===== config.mk =====
export PLATFORM = sky130hd
export DESIGN_NAME = rr_port_scheduler
export DESIGN_NICKNAME = d
export VERILOG_FILES = /design/src/rtl/rr_port_scheduler_pkg.sv /design/src/rtl/rr_port_scheduler_pick.sv /design/src/rtl/rr_port_scheduler.sv
export SDC_FILE = /design/constraint.sdc
export NUM_CORES = 1
export LEC_CHECK = 0
export ABC_AREA = 1
export BUFFER_PORTS_ARGS = -buffer_cell sky130_fd_sc_hd__buf_2
export CAP_MARGIN = 10
export CORE_MARGIN = 2
export CORE_UTILIZATION = 45
export DETAILED_ROUTE_END_ITERATION = 8
export MAX_ROUTING_LAYER = met4
export PLACE_DENSITY = 0.76
export SLEW_MARGIN = 20
export SYNTH_ARGS = -nofsm -noshare
export SYNTH_HDL_FRONTEND = slang
export SYNTH_SLANG_ARGS = --single-unit

===== constraint.sdc =====
create_clock -name clk -period 4.6 [get_ports clk]
set_clock_uncertainty 0.1 [all_clocks]
set_input_delay 0.69 -clock clk [delete_from_list [all_inputs] [get_ports clk]]
set_output_delay 0.69 -clock clk [all_outputs]
set_load 0.005 [all_outputs]

===== src/rtl/rr_port_scheduler_pkg.sv =====
// Shared definitions for the round-robin port scheduler.
//   - FSM state encoding (IDLE / BUSY / GAP)
//   - default port count and idle-grant timeout
//   - clog2 helper used to size indices and the hold counter
package rr_port_scheduler_pkg;

    localparam int N_REQ_DEF    = 4;
    localparam int MAX_HOLD_DEF = 16;

    localparam logic [1:0] ST_IDLE = 2'd0;
    localparam logic [1:0] ST_BUSY = 2'd1;
    localparam logic [1:0] ST_GAP  = 2'd2;

    // Ceiling log2, never below 1 so a width derived from it is always legal.
    function automatic int clog2(input int v);
        int r;
        r = 1;
        for (int i = 1; i < 32; i++) begin
            if ((1 << i) < v) r = i + 1;
        end
        return r;
    endfunction

endpackage


===== src/rtl/rr_port_scheduler_pick.sv =====
// rr_pick: combinational circular priority pick.
//   req_i    : request vector
//   ptr_i    : port with highest priority this round
//   onehot_o : one-hot of the first requester at or after ptr_i (circular)
//   idx_o    : binary index of that requester (0 when none)
//   valid_o  : any requester found
module rr_pick
    import rr_port_scheduler_pkg::*;
#(
    parameter  int N_REQ = N_REQ_DEF,
    localparam int IDW   = clog2(N_REQ)
) (
    input  logic [N_REQ-1:0] req_i,
    input  logic [IDW-1:0]   ptr_i,
    output logic [N_REQ-1:0] onehot_o,
    output logic [IDW-1:0]   idx_o,
    output logic             valid_o
);

    int             pos_int;
    logic [IDW-1:0] pos;

    // Walk the ports starting at ptr_i; the first hit wins.
    always_comb begin
        onehot_o = '0;
        idx_o    = '0;
        valid_o  = 1'b0;
        pos_int  = 0;
        pos      = '0;
        for (int i = 0; i < N_REQ; i++) begin
            pos_int = (int'(ptr_i) + i) % N_REQ;
            pos     = IDW'(pos_int);
            if (!valid_o && req_i[pos]) begin
                valid_o       = 1'b1;
                onehot_o[pos] = 1'b1;
                idx_o         = pos;
            end
        end
    end

endmodule


===== src/rtl/rr_port_scheduler.sv =====
// rr_port_scheduler: round-robin arbiter granting a shared output channel
// to one of N_REQ packet sources, holding the grant for a whole packet.
//   clk      : clock
//   reset    : asynchronous active-low reset
//   req      : per-port request, held for the packet duration
//   tail     : per-port last-flit flag
//   xfer     : channel accepted one flit from the granted port
//   grant    : registered one-hot grant
//   grant_id : index of granted port (0 when none)
//   busy     : grant held
//   timeout  : one-cycle pulse after an inactivity revocation
module rr_port_scheduler
    import rr_port_scheduler_pkg::*;
#(
    parameter  int N_REQ    = N_REQ_DEF,
    parameter  int MAX_HOLD = MAX_HOLD_DEF,
    localparam int IDW      = clog2(N_REQ),
    localparam int HW       = clog2(MAX_HOLD)
) (
    input  logic             clk,
    input  logic             reset,
    input  logic [N_REQ-1:0] req,
    input  logic [N_REQ-1:0] tail,
    input  logic             xfer,
    output logic [N_REQ-1:0] grant,
    output logic [IDW-1:0]   grant_id,
    output logic             busy,
    output logic             timeout
);

    logic [1:0]       state_q, state_d;
    logic [IDW-1:0]   ptr_q, ptr_d;
    logic [IDW-1:0]   gid_q, gid_d;
    logic [N_REQ-1:0] grant_q, grant_d;
    logic [HW-1:0]    hold_q, hold_d;
    logic             timeout_q, timeout_d;

    logic [N_REQ-1:0] pick_onehot;
    logic [IDW-1:0]   pick_idx;
    logic             pick_valid;

    logic rel_normal, rel_abort, rel_tmo, release_now;

    rr_pick #(.N_REQ(N_REQ)) u_pick (
        .req_i    (req),
        .ptr_i    (ptr_q),
        .onehot_o (pick_onehot),
        .idx_o    (pick_idx),
        .valid_o  (pick_valid)
    );

    // Release causes in priority order: a completed packet beats an abort,
    // and both beat the inactivity timeout, so timeout only pulses when the
    // port still requests and nothing moved on the final cycle.
    always_comb begin
        rel_normal  = xfer && tail[gid_q];
        rel_abort   = !rel_normal && !req[gid_q];
        rel_tmo     = !rel_normal && !rel_abort && !xfer &&
                      (hold_q == HW'(MAX_HOLD - 1));
        release_now = rel_normal || rel_abort || rel_tmo;
    end

    always_comb begin
        state_d   = state_q;
        ptr_d     = ptr_q;
        gid_d     = gid_q;
        grant_d   = grant_q;
        hold_d    = hold_q;
        timeout_d = 1'b0;
        case (state_q)
            ST_IDLE: begin
                if (pick_valid) begin
                    state_d = ST_BUSY;
                    grant_d = pick_onehot;
                    gid_d   = pick_idx;
                    hold_d  = '0;
                end
            end
            ST_BUSY: begin
                if (release_now) begin
                    state_d   = ST_GAP;
                    grant_d   = '0;
                    gid_d     = '0;
                    hold_d    = '0;
                    timeout_d = rel_tmo;
                    ptr_d     = (gid_q == IDW'(N_REQ - 1)) ? '0 : gid_q + 1'b1;
                end else if (xfer) begin
                    hold_d = '0;
                end else if (hold_q != HW'(MAX_HOLD - 1)) begin
                    // Guarded so the counter can never wrap inside BUSY.
                    hold_d = hold_q + 1'b1;
                end
            end
            ST_GAP:  state_d = ST_IDLE;
            default: state_d = ST_IDLE;
        endcase
    end

    always_ff @(posedge clk or negedge reset) begin
        if (!reset) begin
            state_q   <= ST_IDLE;
            ptr_q     <= '0;
            gid_q     <= '0;
            grant_q   <= '0;
            hold_q    <= '0;
            timeout_q <= 1'b0;
        end else begin
            state_q   <= state_d;
            ptr_q     <= ptr_d;
            gid_q     <= gid_d;
            grant_q   <= grant_d;
            hold_q    <= hold_d;
            timeout_q <= timeout_d;
        end
    end

    assign grant    = grant_q;
    assign grant_id = gid_q;
    assign busy     = (state_q == ST_BUSY);
    assign timeout  = timeout_q;

endmodule


# Yosys cells after proc, flatten, opt, wreduce, memory -nomap -nowiden
# Cells that the tools add are included.
# totals
ff_bits	103
# op_classes
order_cmp	9
reduce_logical	31
add_sub_neg	5
n_mux	49
n_eq_ne	7
bitwise	7
# op_table
cell	count
two-way mux 32 bit	11
< comparator 32 x 3 -> 1 bit, second input constant	5
greater-or-equal comparator 32 x 1 -> 1 bit, second input constant	4
case mux 32 bit (2 select lines)	2
adder 32 x 1 -> 32 bit, second input constant	2
adder 32 x 3 -> 32 bit, second input constant	2
adder 32 x 2 -> 32 bit, second input constant	1
equality test 32 x 2 -> 1 bit, second input constant	1
equality test 32 x 4 -> 1 bit, second input constant	1
!= test 32 x 4 -> 1 bit, second input constant	1
two-way mux 4 bit	6
two-way mux 1 bit	16
binary-select mux 1 bit (select 2 bit)	6
logical AND 1 bit	12
bitwise OR 4 bit	3
demux 1 bit (select 2 bit)	4
case mux 4 bit (2 select lines)	1
OR reduction 2 bit	4
zero test 1 bit	7
AND reduction 3 bit	2
AND 1 bit	4
two-way mux 2 bit	2
!= test 4 x 2 -> 1 bit, second input constant	1
case mux 2 bit (2 select lines)	1
7 further kinds	9

# Depth between registers and ports, before layout
# Gate-level depths: netlist of the first run.
# depth
ltp_word	16
mapped_depth	14
ltp_nobuf	13

# Hierarchy
# A second synthesis of the first run with hierarchy kept.
# unflattened
cells_unflattened	987
area_unflattened_um2	6907.9
# modules_own_cells
mod	cells_per_inst	instances	area_per_inst_um2
rr_port_scheduler	818	1	5953.2
rr_pick	169	1	954.7

# Worst setup path after synthesis of the first run
# Ideal clock, no wire load.
# synth_path
kind	register to register
from	register ptr_q[1]
to	register hold_q[4]
setup_slack_ns	2.477
t_arrival_ns	1.940
stages_incl_launch_ff	13
setup_time_ns	0.083
period_less_slack_ns	2.123
cell_sequence	dfrtp_1 -> inv_1 -> ha_1 -> inv_1 -> nand3_2 -> nand2_4 -> nand3_4 -> nor2_8 -> nand3_2 -> nand2_4 -> buf_6 -> nand2_1 -> o21ai_0
# synth_between
elab_chain_cells	14
word_cells_on_any_way	23
classes_between	add/sub (3); eq/ne (1); mux (12); reduce/logical (7)
# synth_lines
element	line	source
start, declared	rr_port_scheduler.sv:32	logic [IDW-1:0] ptr_q, ptr_d;
start signal, assigned	rr_port_scheduler.sv:109	ptr_q <= ptr_d;
branches (longest 11 deep; another with adder 32 x 2 -> 32 bit)	-	
two-way mux 1 bit (*)	rr_port_scheduler_pick.sv:33	if (!valid_o && req_i[pos]) begin
!= test 2 bit (no line) (*)	-	
AND reduction 3 bit (no line) (*)	-	
end signal, assigned	rr_port_scheduler.sv:112	hold_q <= hold_d;
end, declared	rr_port_scheduler.sv:35	logic [HW-1:0] hold_q, hold_d;
# Every way passes the cells marked *. The select of a mux whose other input is x is not followed.
# A chain may end at the register's enable or synchronous reset.

# Worst setup path in the final report of the first run
# layout_path
from	register ptr_q[1]
to	register hold_q[0]
# Same word-level chain as after synthesis.

==> results of run 1 <==
-- layout make-up --
cell class                 instances  share of cell area
clock buffer                       5              0.0166
clock inverter                     3             0.00575
inverter                          61              0.0566
multi-input combinational        466               0.543
sequential                        47               0.285
tap                              108              0.0327
timing repair buffer              49              0.0605
-- cell usage in the layout, fill, tap and decap left out, types with 2 or more instances in the layout --
| cell | instances |
|---|---|
| a21oi_1 | 4 |
| buf_2 | 47 |
| buf_4 | 2 |
| clkbuf_8 | 5 |
| clkinvlp_4 | 2 |
| dfrtp_1 | 47 |
| ha_1 | 11 |
| inv_1 | 56 |
| inv_2 | 3 |
| inv_4 | 2 |
| nand2_1 | 211 |
| nand2_2 | 8 |
| nand2_4 | 4 |
| nand3_1 | 71 |
| nand3_2 | 4 |
| nand4_1 | 12 |
| nor2_1 | 86 |
| nor2_2 | 3 |
| nor3_1 | 15 |
| nor3_2 | 2 |
| o21ai_0 | 7 |
| o21ai_2 | 5 |
| or2_2 | 2 |
| xor2_1 | 11 |
-- stage by stage --
step / hold WS, ns / power [W] / cell area, um2 / setup WS (ns)
final: 0.281 / 0.00176 / 4130 / 2.06
after global routing: 0.323 / 0.00192 / 4130 / 1.80
after CTS: 0.381 / 0.00178 / 4130 / 2.06
after detailed placement: 0.357 / 0.00151 / 4040 / 2.02
after global placement: 0.353 / 0.00148 / 4040 / 2.07
after floorplan: 0.294 / 0.00139 / 3980 / 2.48
-- per-layer routing --
metal  routed length [um]  vias up  part of all wire
li1                     -     1932                 -
met1                 4200     1703              0.43
met2                 4590      116              0.47
met3                  494       28             0.051
met4                  403        0             0.042
met5                    0        -                 0
-- state kept, by name (all words and copies together), names as in the netlist --
signal    cells
grant         4
grant_id      3
hold_q       32
ptr_q         5
state_q       2
timeout       1
-- cells by family after synthesis --
kind of cell / count (synthesis)
flip-flops: 47
AND/OR/NAND/NOR: 425
XOR/XNOR: 11
adder cells (fa/ha/maj): 11
buffers and inverters: 103
AO/OA/AOI/OAI: 19
-- critical path: stages, from the launching register on --
cell,delay [ns]
dfrtp_1,0.53
inv_1,0.23
ha_1,0.38
inv_1,0.16
nand3_2,0.11
nand2_4,0.10
nand3_4,0.10
nor2_8,0.14
nand3_2,0.12
nand2_4,0.30
nor2_1,0.07
a21oi_1,0.11
-- final timing paths --
path                       startpoint  cells past startpoint          to
max reg2reg                  ptr_q[1]                     11   hold_q[0]
min                             reset                      1  hold_q[11]
max                          ptr_q[1]                     11   hold_q[0]
min in group clk             grant[0]                      2    grant[0]
max in group asynchronous       reset                      1     timeout
min reg2reg                  grant[0]                      2    grant[0]
-- power breakdown --
part           switching [W]  internal [W]
combinational       0.000651      0.000304
clock               0.000156      0.000109
sequential         0.0000807      0.000461
total               0.000888      0.000874
==> metrics, run 1 <==
status=completed; mux contribution to synthesized area=0; clk sink count=47; Vias per Instance=about 5; CTS Root Cell=clkbuf_8; met1 usage=0.270; Max FO, Critical Path=32; # hold bufs at CTS=0; Layout area overhead=3.90%; synthesized instance count=616; top-count cell post-synth=nand2_1; XOR/XNOR Fraction of Synth Area=0.0242; static leakage=~2.1 nW; PortBufs=48; Detail Placement HPWL=~7.5 mm; CTS Buffer Depth=2; cts bufs inserted=5; worst-skew pair later-pin latency=around 0.32 ns; Async SR Flop Fraction=1.00; Max transition margin=0.518; share of cells above drive strength 1=0.149; starting density of the core=0.461; post-synthesis compound-gate area fraction=0.0327; Reg2Reg Setup Slack=2.06 ns; placed cells=731; Finish-stage setup viols=0; Pre-antenna DRT Iters=5; Util after Layout=0.479; YS warnings=0; I/O pins=roughly 50; Iter 0 DRT Violations=219; DRC=0; cell area after synthesis=a little under 4000 um2; top_reg_cell synth=dfrtp_1; CP Class=reg -> reg; Critical Path AT=between 2 and 3 ns; Final nets=652; gr ovfl total=0; Critical Path End Type=register; GR Util met2=0.356; Simple-Gate Fraction of Synth Area=0.473; Post-synth EDFFs=0; FF+latch area=1180 um2; DRT antenna net count=0; TNS Setup=0 ns; die span in y=98.0 um; Cell Pwr Density=approximately 430 nW/um2; CTS tree=yes; Syn Area/Cell=6.46 um2; global-route wire length before repair=16.9 mm; Post-Syn Nets=about 640; Synth area leader=dfrtp_1; Max Slew Vio Count=0; Worst Tran Pin Value=between 0.7 and 0.8 ns; min Tclk post-route=2.54 ns; Peak Freq=slightly below 400 MHz; commonest cells in the netlist=nand2_1, nor2_1, nand3_1; CP Launch Type=register; number of global-route vias before repair=3648; Layout Cells excl Fill=739; adder-cell area share of the yosys netlist=0.0346; WL per Instance=~13 um; Hold Fails Final Rpt=0; Yosys cell types=34; MaxCap Viol Count=0; Die Area=9610 um2; Peak VDD IR=0.394 mV; setup bufs post-CTS=0; Worst Path Required=4.74 ns; met3 usage in global routing=0.0387; all-layer global routing usage=0.219; Top Usage Layer GRT=met2; routability cong.=1.07; RSZ-0062 raised after global routing=no; largest family of logic cells by synthesized area=simple AND/OR/NAND/NOR gates; Cell Rows=34; area of the multi-input gates=2250 um2; CTS resizes=0; Seq cells post-synth=47; part of the Yosys area used for sequential elements=0.296; Fill cells=889; # diodes=0; Synth area leaders=dfrtp_1, nand2_1, nand3_1; width of the die=98.0 um; Hold Path Class=in -> async; post-synth top area share=0.296; final worst-path cycle share=0.553; initial antenna violation count=0; via count=3779; largest net degree at the start of global routing=48; Total Routed Length=just under 10 mm; core area=8640 um2; H-tree levels=2; clk slew on worst S/H paths=0.10 ns
No activity file was read; power rests on OpenSTA's default activity.
==> run 2, diff against run 1 <==
--- a/config.mk
+++ b/config.mk
@@ -12,7 +12,7 @@
 export CORE_UTILIZATION = 45
 export DETAILED_ROUTE_END_ITERATION = 8
 export MAX_ROUTING_LAYER = met4
-export PLACE_DENSITY = 0.76
+export PLACE_DENSITY = 0.79
 export SLEW_MARGIN = 20
 export SYNTH_ARGS = -nofsm -noshare
 export SYNTH_HDL_FRONTEND = slang
==> constraint.sdc (replaced) <==
create_clock -name clk -period 2.3 [get_ports clk]
set_clock_uncertainty 0.1 [all_clocks]
set_input_delay 0.345 -clock clk [delete_from_list [all_inputs] [get_ports clk]]
set_output_delay 0.345 -clock clk [all_outputs]
set_load 0.005 [all_outputs]
==> run 2 against run 1 <==
Maximum frequency rose by 15%; clock power up 120%; highest routed layer unchanged; utilization up 1.8 points; setup slack got worse by 2.0 ns; critical path depth is 1 lower; power grew 120%; count of clock-buffer cells in the layout rose by 2; first-iteration DRC count is 60% higher; non-clock buffer count is 12 higher; design area up 3.7%; register-to-register slack worse by 2.0 ns; combinational power up 130%.
==> metrics, run 2 (same netlist as run 1, synthesis figures left out) <==
status=completed; number of global-route vias before repair=about 3600; Pwr Total=around 0.0038 W; global-route wire length before repair=between 15 and 20 mm; Worst Tran Pin Value=0.509 ns; DRT antenna net count=0; crit-path most repeated cell=nand2_1; Fill cells=903; gr ovfl total=0; Cell Pwr Density=between 800 and 900 nW/um2; worst stage delay on the critical path=0.46 ns; area of the multi-input gates=2290 um2; H-tree levels=2; final instance area=4290 um2; WL per Instance=14.8 um; # diodes=0; worst-skew pair later-pin latency=0.31 ns; min Tclk post-route=2.20 ns; die span in y=98.0 um; Peak Freq=454 MHz; placed inst area=4120 um2; CP Launch Type=register; share of cells above drive strength 1=0.169; placed cells=742; CTS Buffer Depth=2; Iter 0 DRT Violations=351; Hold Fails Final Rpt=0; Reg with most FFs=hold_q; DRC=0; PortBufs=between 40 and 50; I/O pins=49; setup bufs post-CTS=0; CTS tree=yes; Cell Rows=34; Finish-stage setup viols=0; Total Routed Length=11.1 mm; core area=between 8000 and 9000 um2; Layout Cells excl Fill=around 750; Hold Path Class=reg -> reg; all-layer global routing usage=0.233; initial antenna violation count=0; Util after Layout=0.496; FF+latch area=1180 um2; largest net degree at the start of global routing=36; routability cong.=around 0.97; Critical Path AT=2.30 ns; width of the die=between 90 and 100 um; static leakage=2.14 nW; MaxCap Viol Count=0; starting density of the core=0.461; final worst-path cycle share=0.957; hold_ws=0.377 ns; CP Class=reg -> reg; Peak VDD IR=0.813 mV; Detail Placement HPWL=8.29 mm; clk sink count=47; most common cell after layout, fill and taps aside=nand2_1; Max Slew Vio Count=0; crit path cell chain=ha_2, nand2_2, nor2_4, inv_2, nor3_2, nand2_2, nand2_1, nand3_2, nand2_1, nand2_1; Critical-path top delay cell=dfrtp_1; clk slew on worst S/H paths=0.09 ns; Layout area overhead=7.74%; Max transition margin=0.661; commonest non-fill, non-tap cells in the layout=nand2_1, nor2_1, nand3_1; Worst Path Required=2.40 ns; CTS Root Cell=clkbuf_8; Die Area=between 9000 and 10000 um2; Pre-antenna DRT Iters=5; RSZ-0062 raised after global routing=no; cts bufs inserted=5; max FFs per register=32; Max FO, Critical Path=7; via count=3947; Critical Path End Type=register; Final nets=665; Vias per Instance=between 5 and 6
-- run 2: final timing paths --
check / startpoint / end / slack [ns] / depth (start not counted)
max: hold_q[0] / grant_id[1] / 0.1 / 10
min: grant[0] / grant[0] / 0.38 / 2
max reg2reg: hold_q[0] / grant_id[1] / 0.1 / 10
min reg2reg: grant[0] / grant[0] / 0.38 / 2
max in group asynchronous: reset / ptr_q[1] / 1.03 / 3
min in group asynchronous: reset / hold_q[2] / 0.43 / 2
-- run 2: critical path, delay by kind of cell (launching register included) --
kind          cells  cell delay, ns
buf+inv           1            0.08
flops             1            0.46
fa+ha+maj         1            0.31
simple gates      8            1.13
-- run 2: final cells by class --
class                      count  area share
tap                          108      0.0315
timing repair buffer          61      0.0794
multi-input combinational    467       0.535
inverter                      61      0.0555
clock buffer                   7      0.0225
clock inverter                 1     0.00175
sequential                    47       0.274
-- run 2: metal layers --
layer  wire [um]  track usage
met4         242       0.0588
met2        5200        0.376
met1        5060        0.309
met5           0            -
met3         608       0.0322
-- run 2: report_power, final --
group	total, W	internal [W]	leakage [nW]	switching, W
Combinational	0.00221	0.000693	1.44	0.00152
Clock	0.000581	0.000274	0.0505	0.000307
Sequential	0.00101	0.000924	0.643	0.0000873
-- run 2: repair_timing --
item / in CTS / in global routing
setup endpoints to repair: 1 / 36
pin swaps: 0 / 1
endpoints found under the hold margin: 19 / 0
cloned: 0 / 1
gates resized for setup: 1 / 6
hold buffers: 1 / 0
-- run 2: through the flow --
step                setup WS (ns)    TNS, ns
floorplan                   0.177          0
global placement        -0.000701  -0.000701
detailed placement         0.0108          0
CTS                        0.0463          0
global route               0.0113          0
finish                     0.0980          0
==> run 3, diff against run 2 <==
--- a/config.mk
+++ b/config.mk
@@ -5,14 +5,13 @@
 export SDC_FILE = /design/constraint.sdc
 export NUM_CORES = 1
 export LEC_CHECK = 0
-export ABC_AREA = 1
 export BUFFER_PORTS_ARGS = -buffer_cell sky130_fd_sc_hd__buf_2
-export CAP_MARGIN = 10
+export CAP_MARGIN = 20
 export CORE_MARGIN = 2
 export CORE_UTILIZATION = 45
 export DETAILED_ROUTE_END_ITERATION = 8
 export MAX_ROUTING_LAYER = met4
-export PLACE_DENSITY = 0.79
+export PLACE_DENSITY = 0.8
 export SLEW_MARGIN = 20
 export SYNTH_ARGS = -nofsm -noshare
 export SYNTH_HDL_FRONTEND = slang
==> run 3 against run 2 <==
The run now ends with setup timing left; sequential share of layout area rose by 0.85 points; count of clock-buffer cells in the layout did not move; global-route usage fell by 0.98 points; area after synthesis fell by 13%; power rose by 4.3%; sequential power rose by 4%; register-to-register slack got worse by 0.36 ns; design area fell by 2.9%; maximum frequency fell by 14%; synthesized cell count fell by 38%; flip-flop and latch count did not move; clock power fell by 9.1%; critical path type unchanged; largest power group unchanged.
==> metrics, run 3 <==
min Tclk post-route=2.56 ns; Critical Path End Type=register; top_reg_cell synth=dfrtp_1; width of the die=91.5 um; via count=3309; RSZ-0062 raised after global routing=yes; Top Usage Layer GRT=met2; Pre-antenna DRT Iters=5; Async SR Flop Fraction=1.00; part of the Yosys area used for sequential elements=0.342; Pwr Total=0.00397 W; synthesized instance count=384; clock share of power=0.133; Vias per Instance=6.29; Hold Path Class=in -> async; r2r endpoint=hold_q[10]; Worst Path Required=2.42 ns; met3 usage in global routing=0.0307; # hold bufs at CTS=0; routability cong.=0.950; final worst-path cycle share=1.11; Synth area leaders=dfrtp_1, a31oi_1, buf_4; CP Launch Type=register; YS warnings=0; Critical-path top delay cell=or4_4; # diodes=0; R2R cell count=6; largest net degree at the start of global routing=48; MaxCap Viol Count=0; Synth area leader=dfrtp_1; NetSw=0.00171 W; Die Area=8370 um2; die span in y=91.5 um; cell area after synthesis=3440 um2; starting density of the core=0.470; met1 usage=0.294; top-count cell post-synth=dfrtp_1; core area=7330 um2; Seq cells post-synth=47; CTS Buffer Depth=2; Top delay family on crit path=simple AND/OR/NAND/NOR gates; crit path cell chain=buf_4, mux4_2, or4_4, o21ba_4, clkbuf_16, a31oi_1; Post-synth EDFFs=0; Hold Fails Final Rpt=0; final worst setup slack=-0.260 ns; final instance area=4160 um2; Util after Layout=0.568; share of cells above drive strength 1=0.300; Layout area overhead=20.9%; Net Sw Frac=0.430; Reg with most FFs=hold_q; P_int=0.00226 W; WL per Instance=between 15 and 20 um; GR Util met2=0.355; initial antenna violation count=0; number of global-route vias before repair=3105; gr ovfl total=0; Max FO, Critical Path=16; placed inst area=3790 um2; Post-Syn Nets=406; PortBufs=48; status=complete, but fails checks; Worst Tran Pin Value=just over 0.6 ns; CP Buf/Inv Count=2; Cell Rows=31; Yosys cell types=57; cts bufs inserted=5; Cell Pwr Density=953 nW/um2; Final nets=448; combinational fraction of design power=0.601; Finish-stage setup viols=39; Peak Freq=391 MHz; DRC=0; worst-skew pair later-pin latency=roughly 0.3 ns; CTS Root Cell=clkbuf_8; Syn Area/Cell=8.97 um2; worst r2r src=ptr_q[0]; Iter 0 DRT Violations=between 300 and 400; Total Routed Length=9.34 mm; worst stage delay on the critical path=0.59 ns; post-synth top area share=0.342; Max transition margin=0.587; CP Class=reg -> reg; global-route wire length before repair=14.9 mm; all-layer global routing usage=0.223; most common cell after layout, fill and taps aside=buf_2; static leakage=roughly 1.8 nW; sequential power share=0.266; I/O pins=between 40 and 50; hold_ws=between 0.03 and 0.04 ns; failing checks=setup timing; Reg2Reg Setup Slack=-0.26 ns; commonest non-fill, non-tap cells in the layout=buf_2, dfrtp_1, buf_4; clk slew on worst S/H paths=0.09 ns; Detail Placement HPWL=6.30 mm; H-tree levels=2; Max Slew Vio Count=0; Critical Path AT=2.68 ns; commonest cells in the netlist=dfrtp_1, a31oi_1, nand3_1; clk sink count=47; post-place setup slack=-0.297 ns; max FFs per register=32; CTS tree=yes; DRT antenna net count=0; Peak VDD IR=0.391 mV; Fill cells=576
==> run 3: changes by cell type in the layout (fill, tap and decap cells not counted), sizes merged, moves of 9 or more <==
cell,before,now
inv,60,14
nand2,224,20
a31oi,0,42
xor2,11,0
nand3b,0,15
a41oi,0,9
nor2,91,17
nand3,76,30
nor4,1,10
buf,60,87
==> run 3: worst max path at each step <==
stage | start | endpoint | cells after the start
global placement | ptr_q[0] | hold_q[12] | 9
CTS | ptr_q[1] | hold_q[5] | 9
finish | ptr_q[0] | hold_q[10] | 6
detailed placement | ptr_q[1] | hold_q[5] | 9
floorplan | ptr_q[0] | hold_q[18] | 9
global route | ptr_q[1] | hold_q[10] | 7
==> run 3: layout make-up <==
| class | instances | area, um2 | share of cell area |
|---|---|---|---|
| clock buffer | 7 | 86.3 | 0.0207 |
| clock inverter | 1 | 8.76 | 0.00210 |
| inverter | 14 | 52.6 | 0.0126 |
| multi-input combinational | 270 | 2120 | 0.509 |
| sequential | 47 | 1180 | 0.283 |
| tap | 99 | 124 | 0.0298 |
| timing repair buffer | 88 | 594 | 0.143 |
==> run 3: cell families after synthesis <==
kind of cell | share of synthesized area
buffers and inverters | 0.112
xor gates and xnor gates | 0.00509
muxes | 0.0610
AOI/OAI and AO/OA | 0.204
DFF | 0.342
and+or+nand+nor | 0.237
adders and majority gates | 0.0400
==> run 3: metal layers <==
| metal | wire length (um) | up-vias |
|---|---|---|
| li1 | - | 1531 |
| met1 | 3990 | 1615 |
| met2 | 4610 | 151 |
| met3 | 625 | 12 |
| met4 | 111 | 0 |
| met5 | 0 | - |
==> run 3: power groups by stage <==
| stage | Sequential, W | Clock [W] | Combinational, W |
|---|---|---|---|
| 2_1_floorplan | 0.00108 | 0 | 0.00155 |
| 3_3_place_gp | 0.00105 | 0 | 0.00204 |
| 3_5_place_dp | 0.00106 | 0 | 0.00210 |
| 4_1_cts | 0.00105 | 0.000539 | 0.00220 |
| 5_1_grt | 0.00107 | 0.000567 | 0.00257 |
| 6_report | 0.00105 | 0.000528 | 0.00238 |
==> run 3: timing repair <==
action | 4_1_cts | 5_1_grt
pin swaps | 4 | 1
gates cloned | 1 | 1
gates resized for setup | 13 | 15
setup buffers | 1 | 1
setup endpoints to repair | 39 | 41
==> run 3: metrics by stage <==
stage | cells | setup TNS [ns]
5_1_grt | 526 | -10.95
3_3_place_gp | 514 | -7.08
6_report | 526 | -7.86
4_1_cts | 524 | -7.10
3_5_place_dp | 514 | -9.85
2_1_floorplan | 384 | -18.45
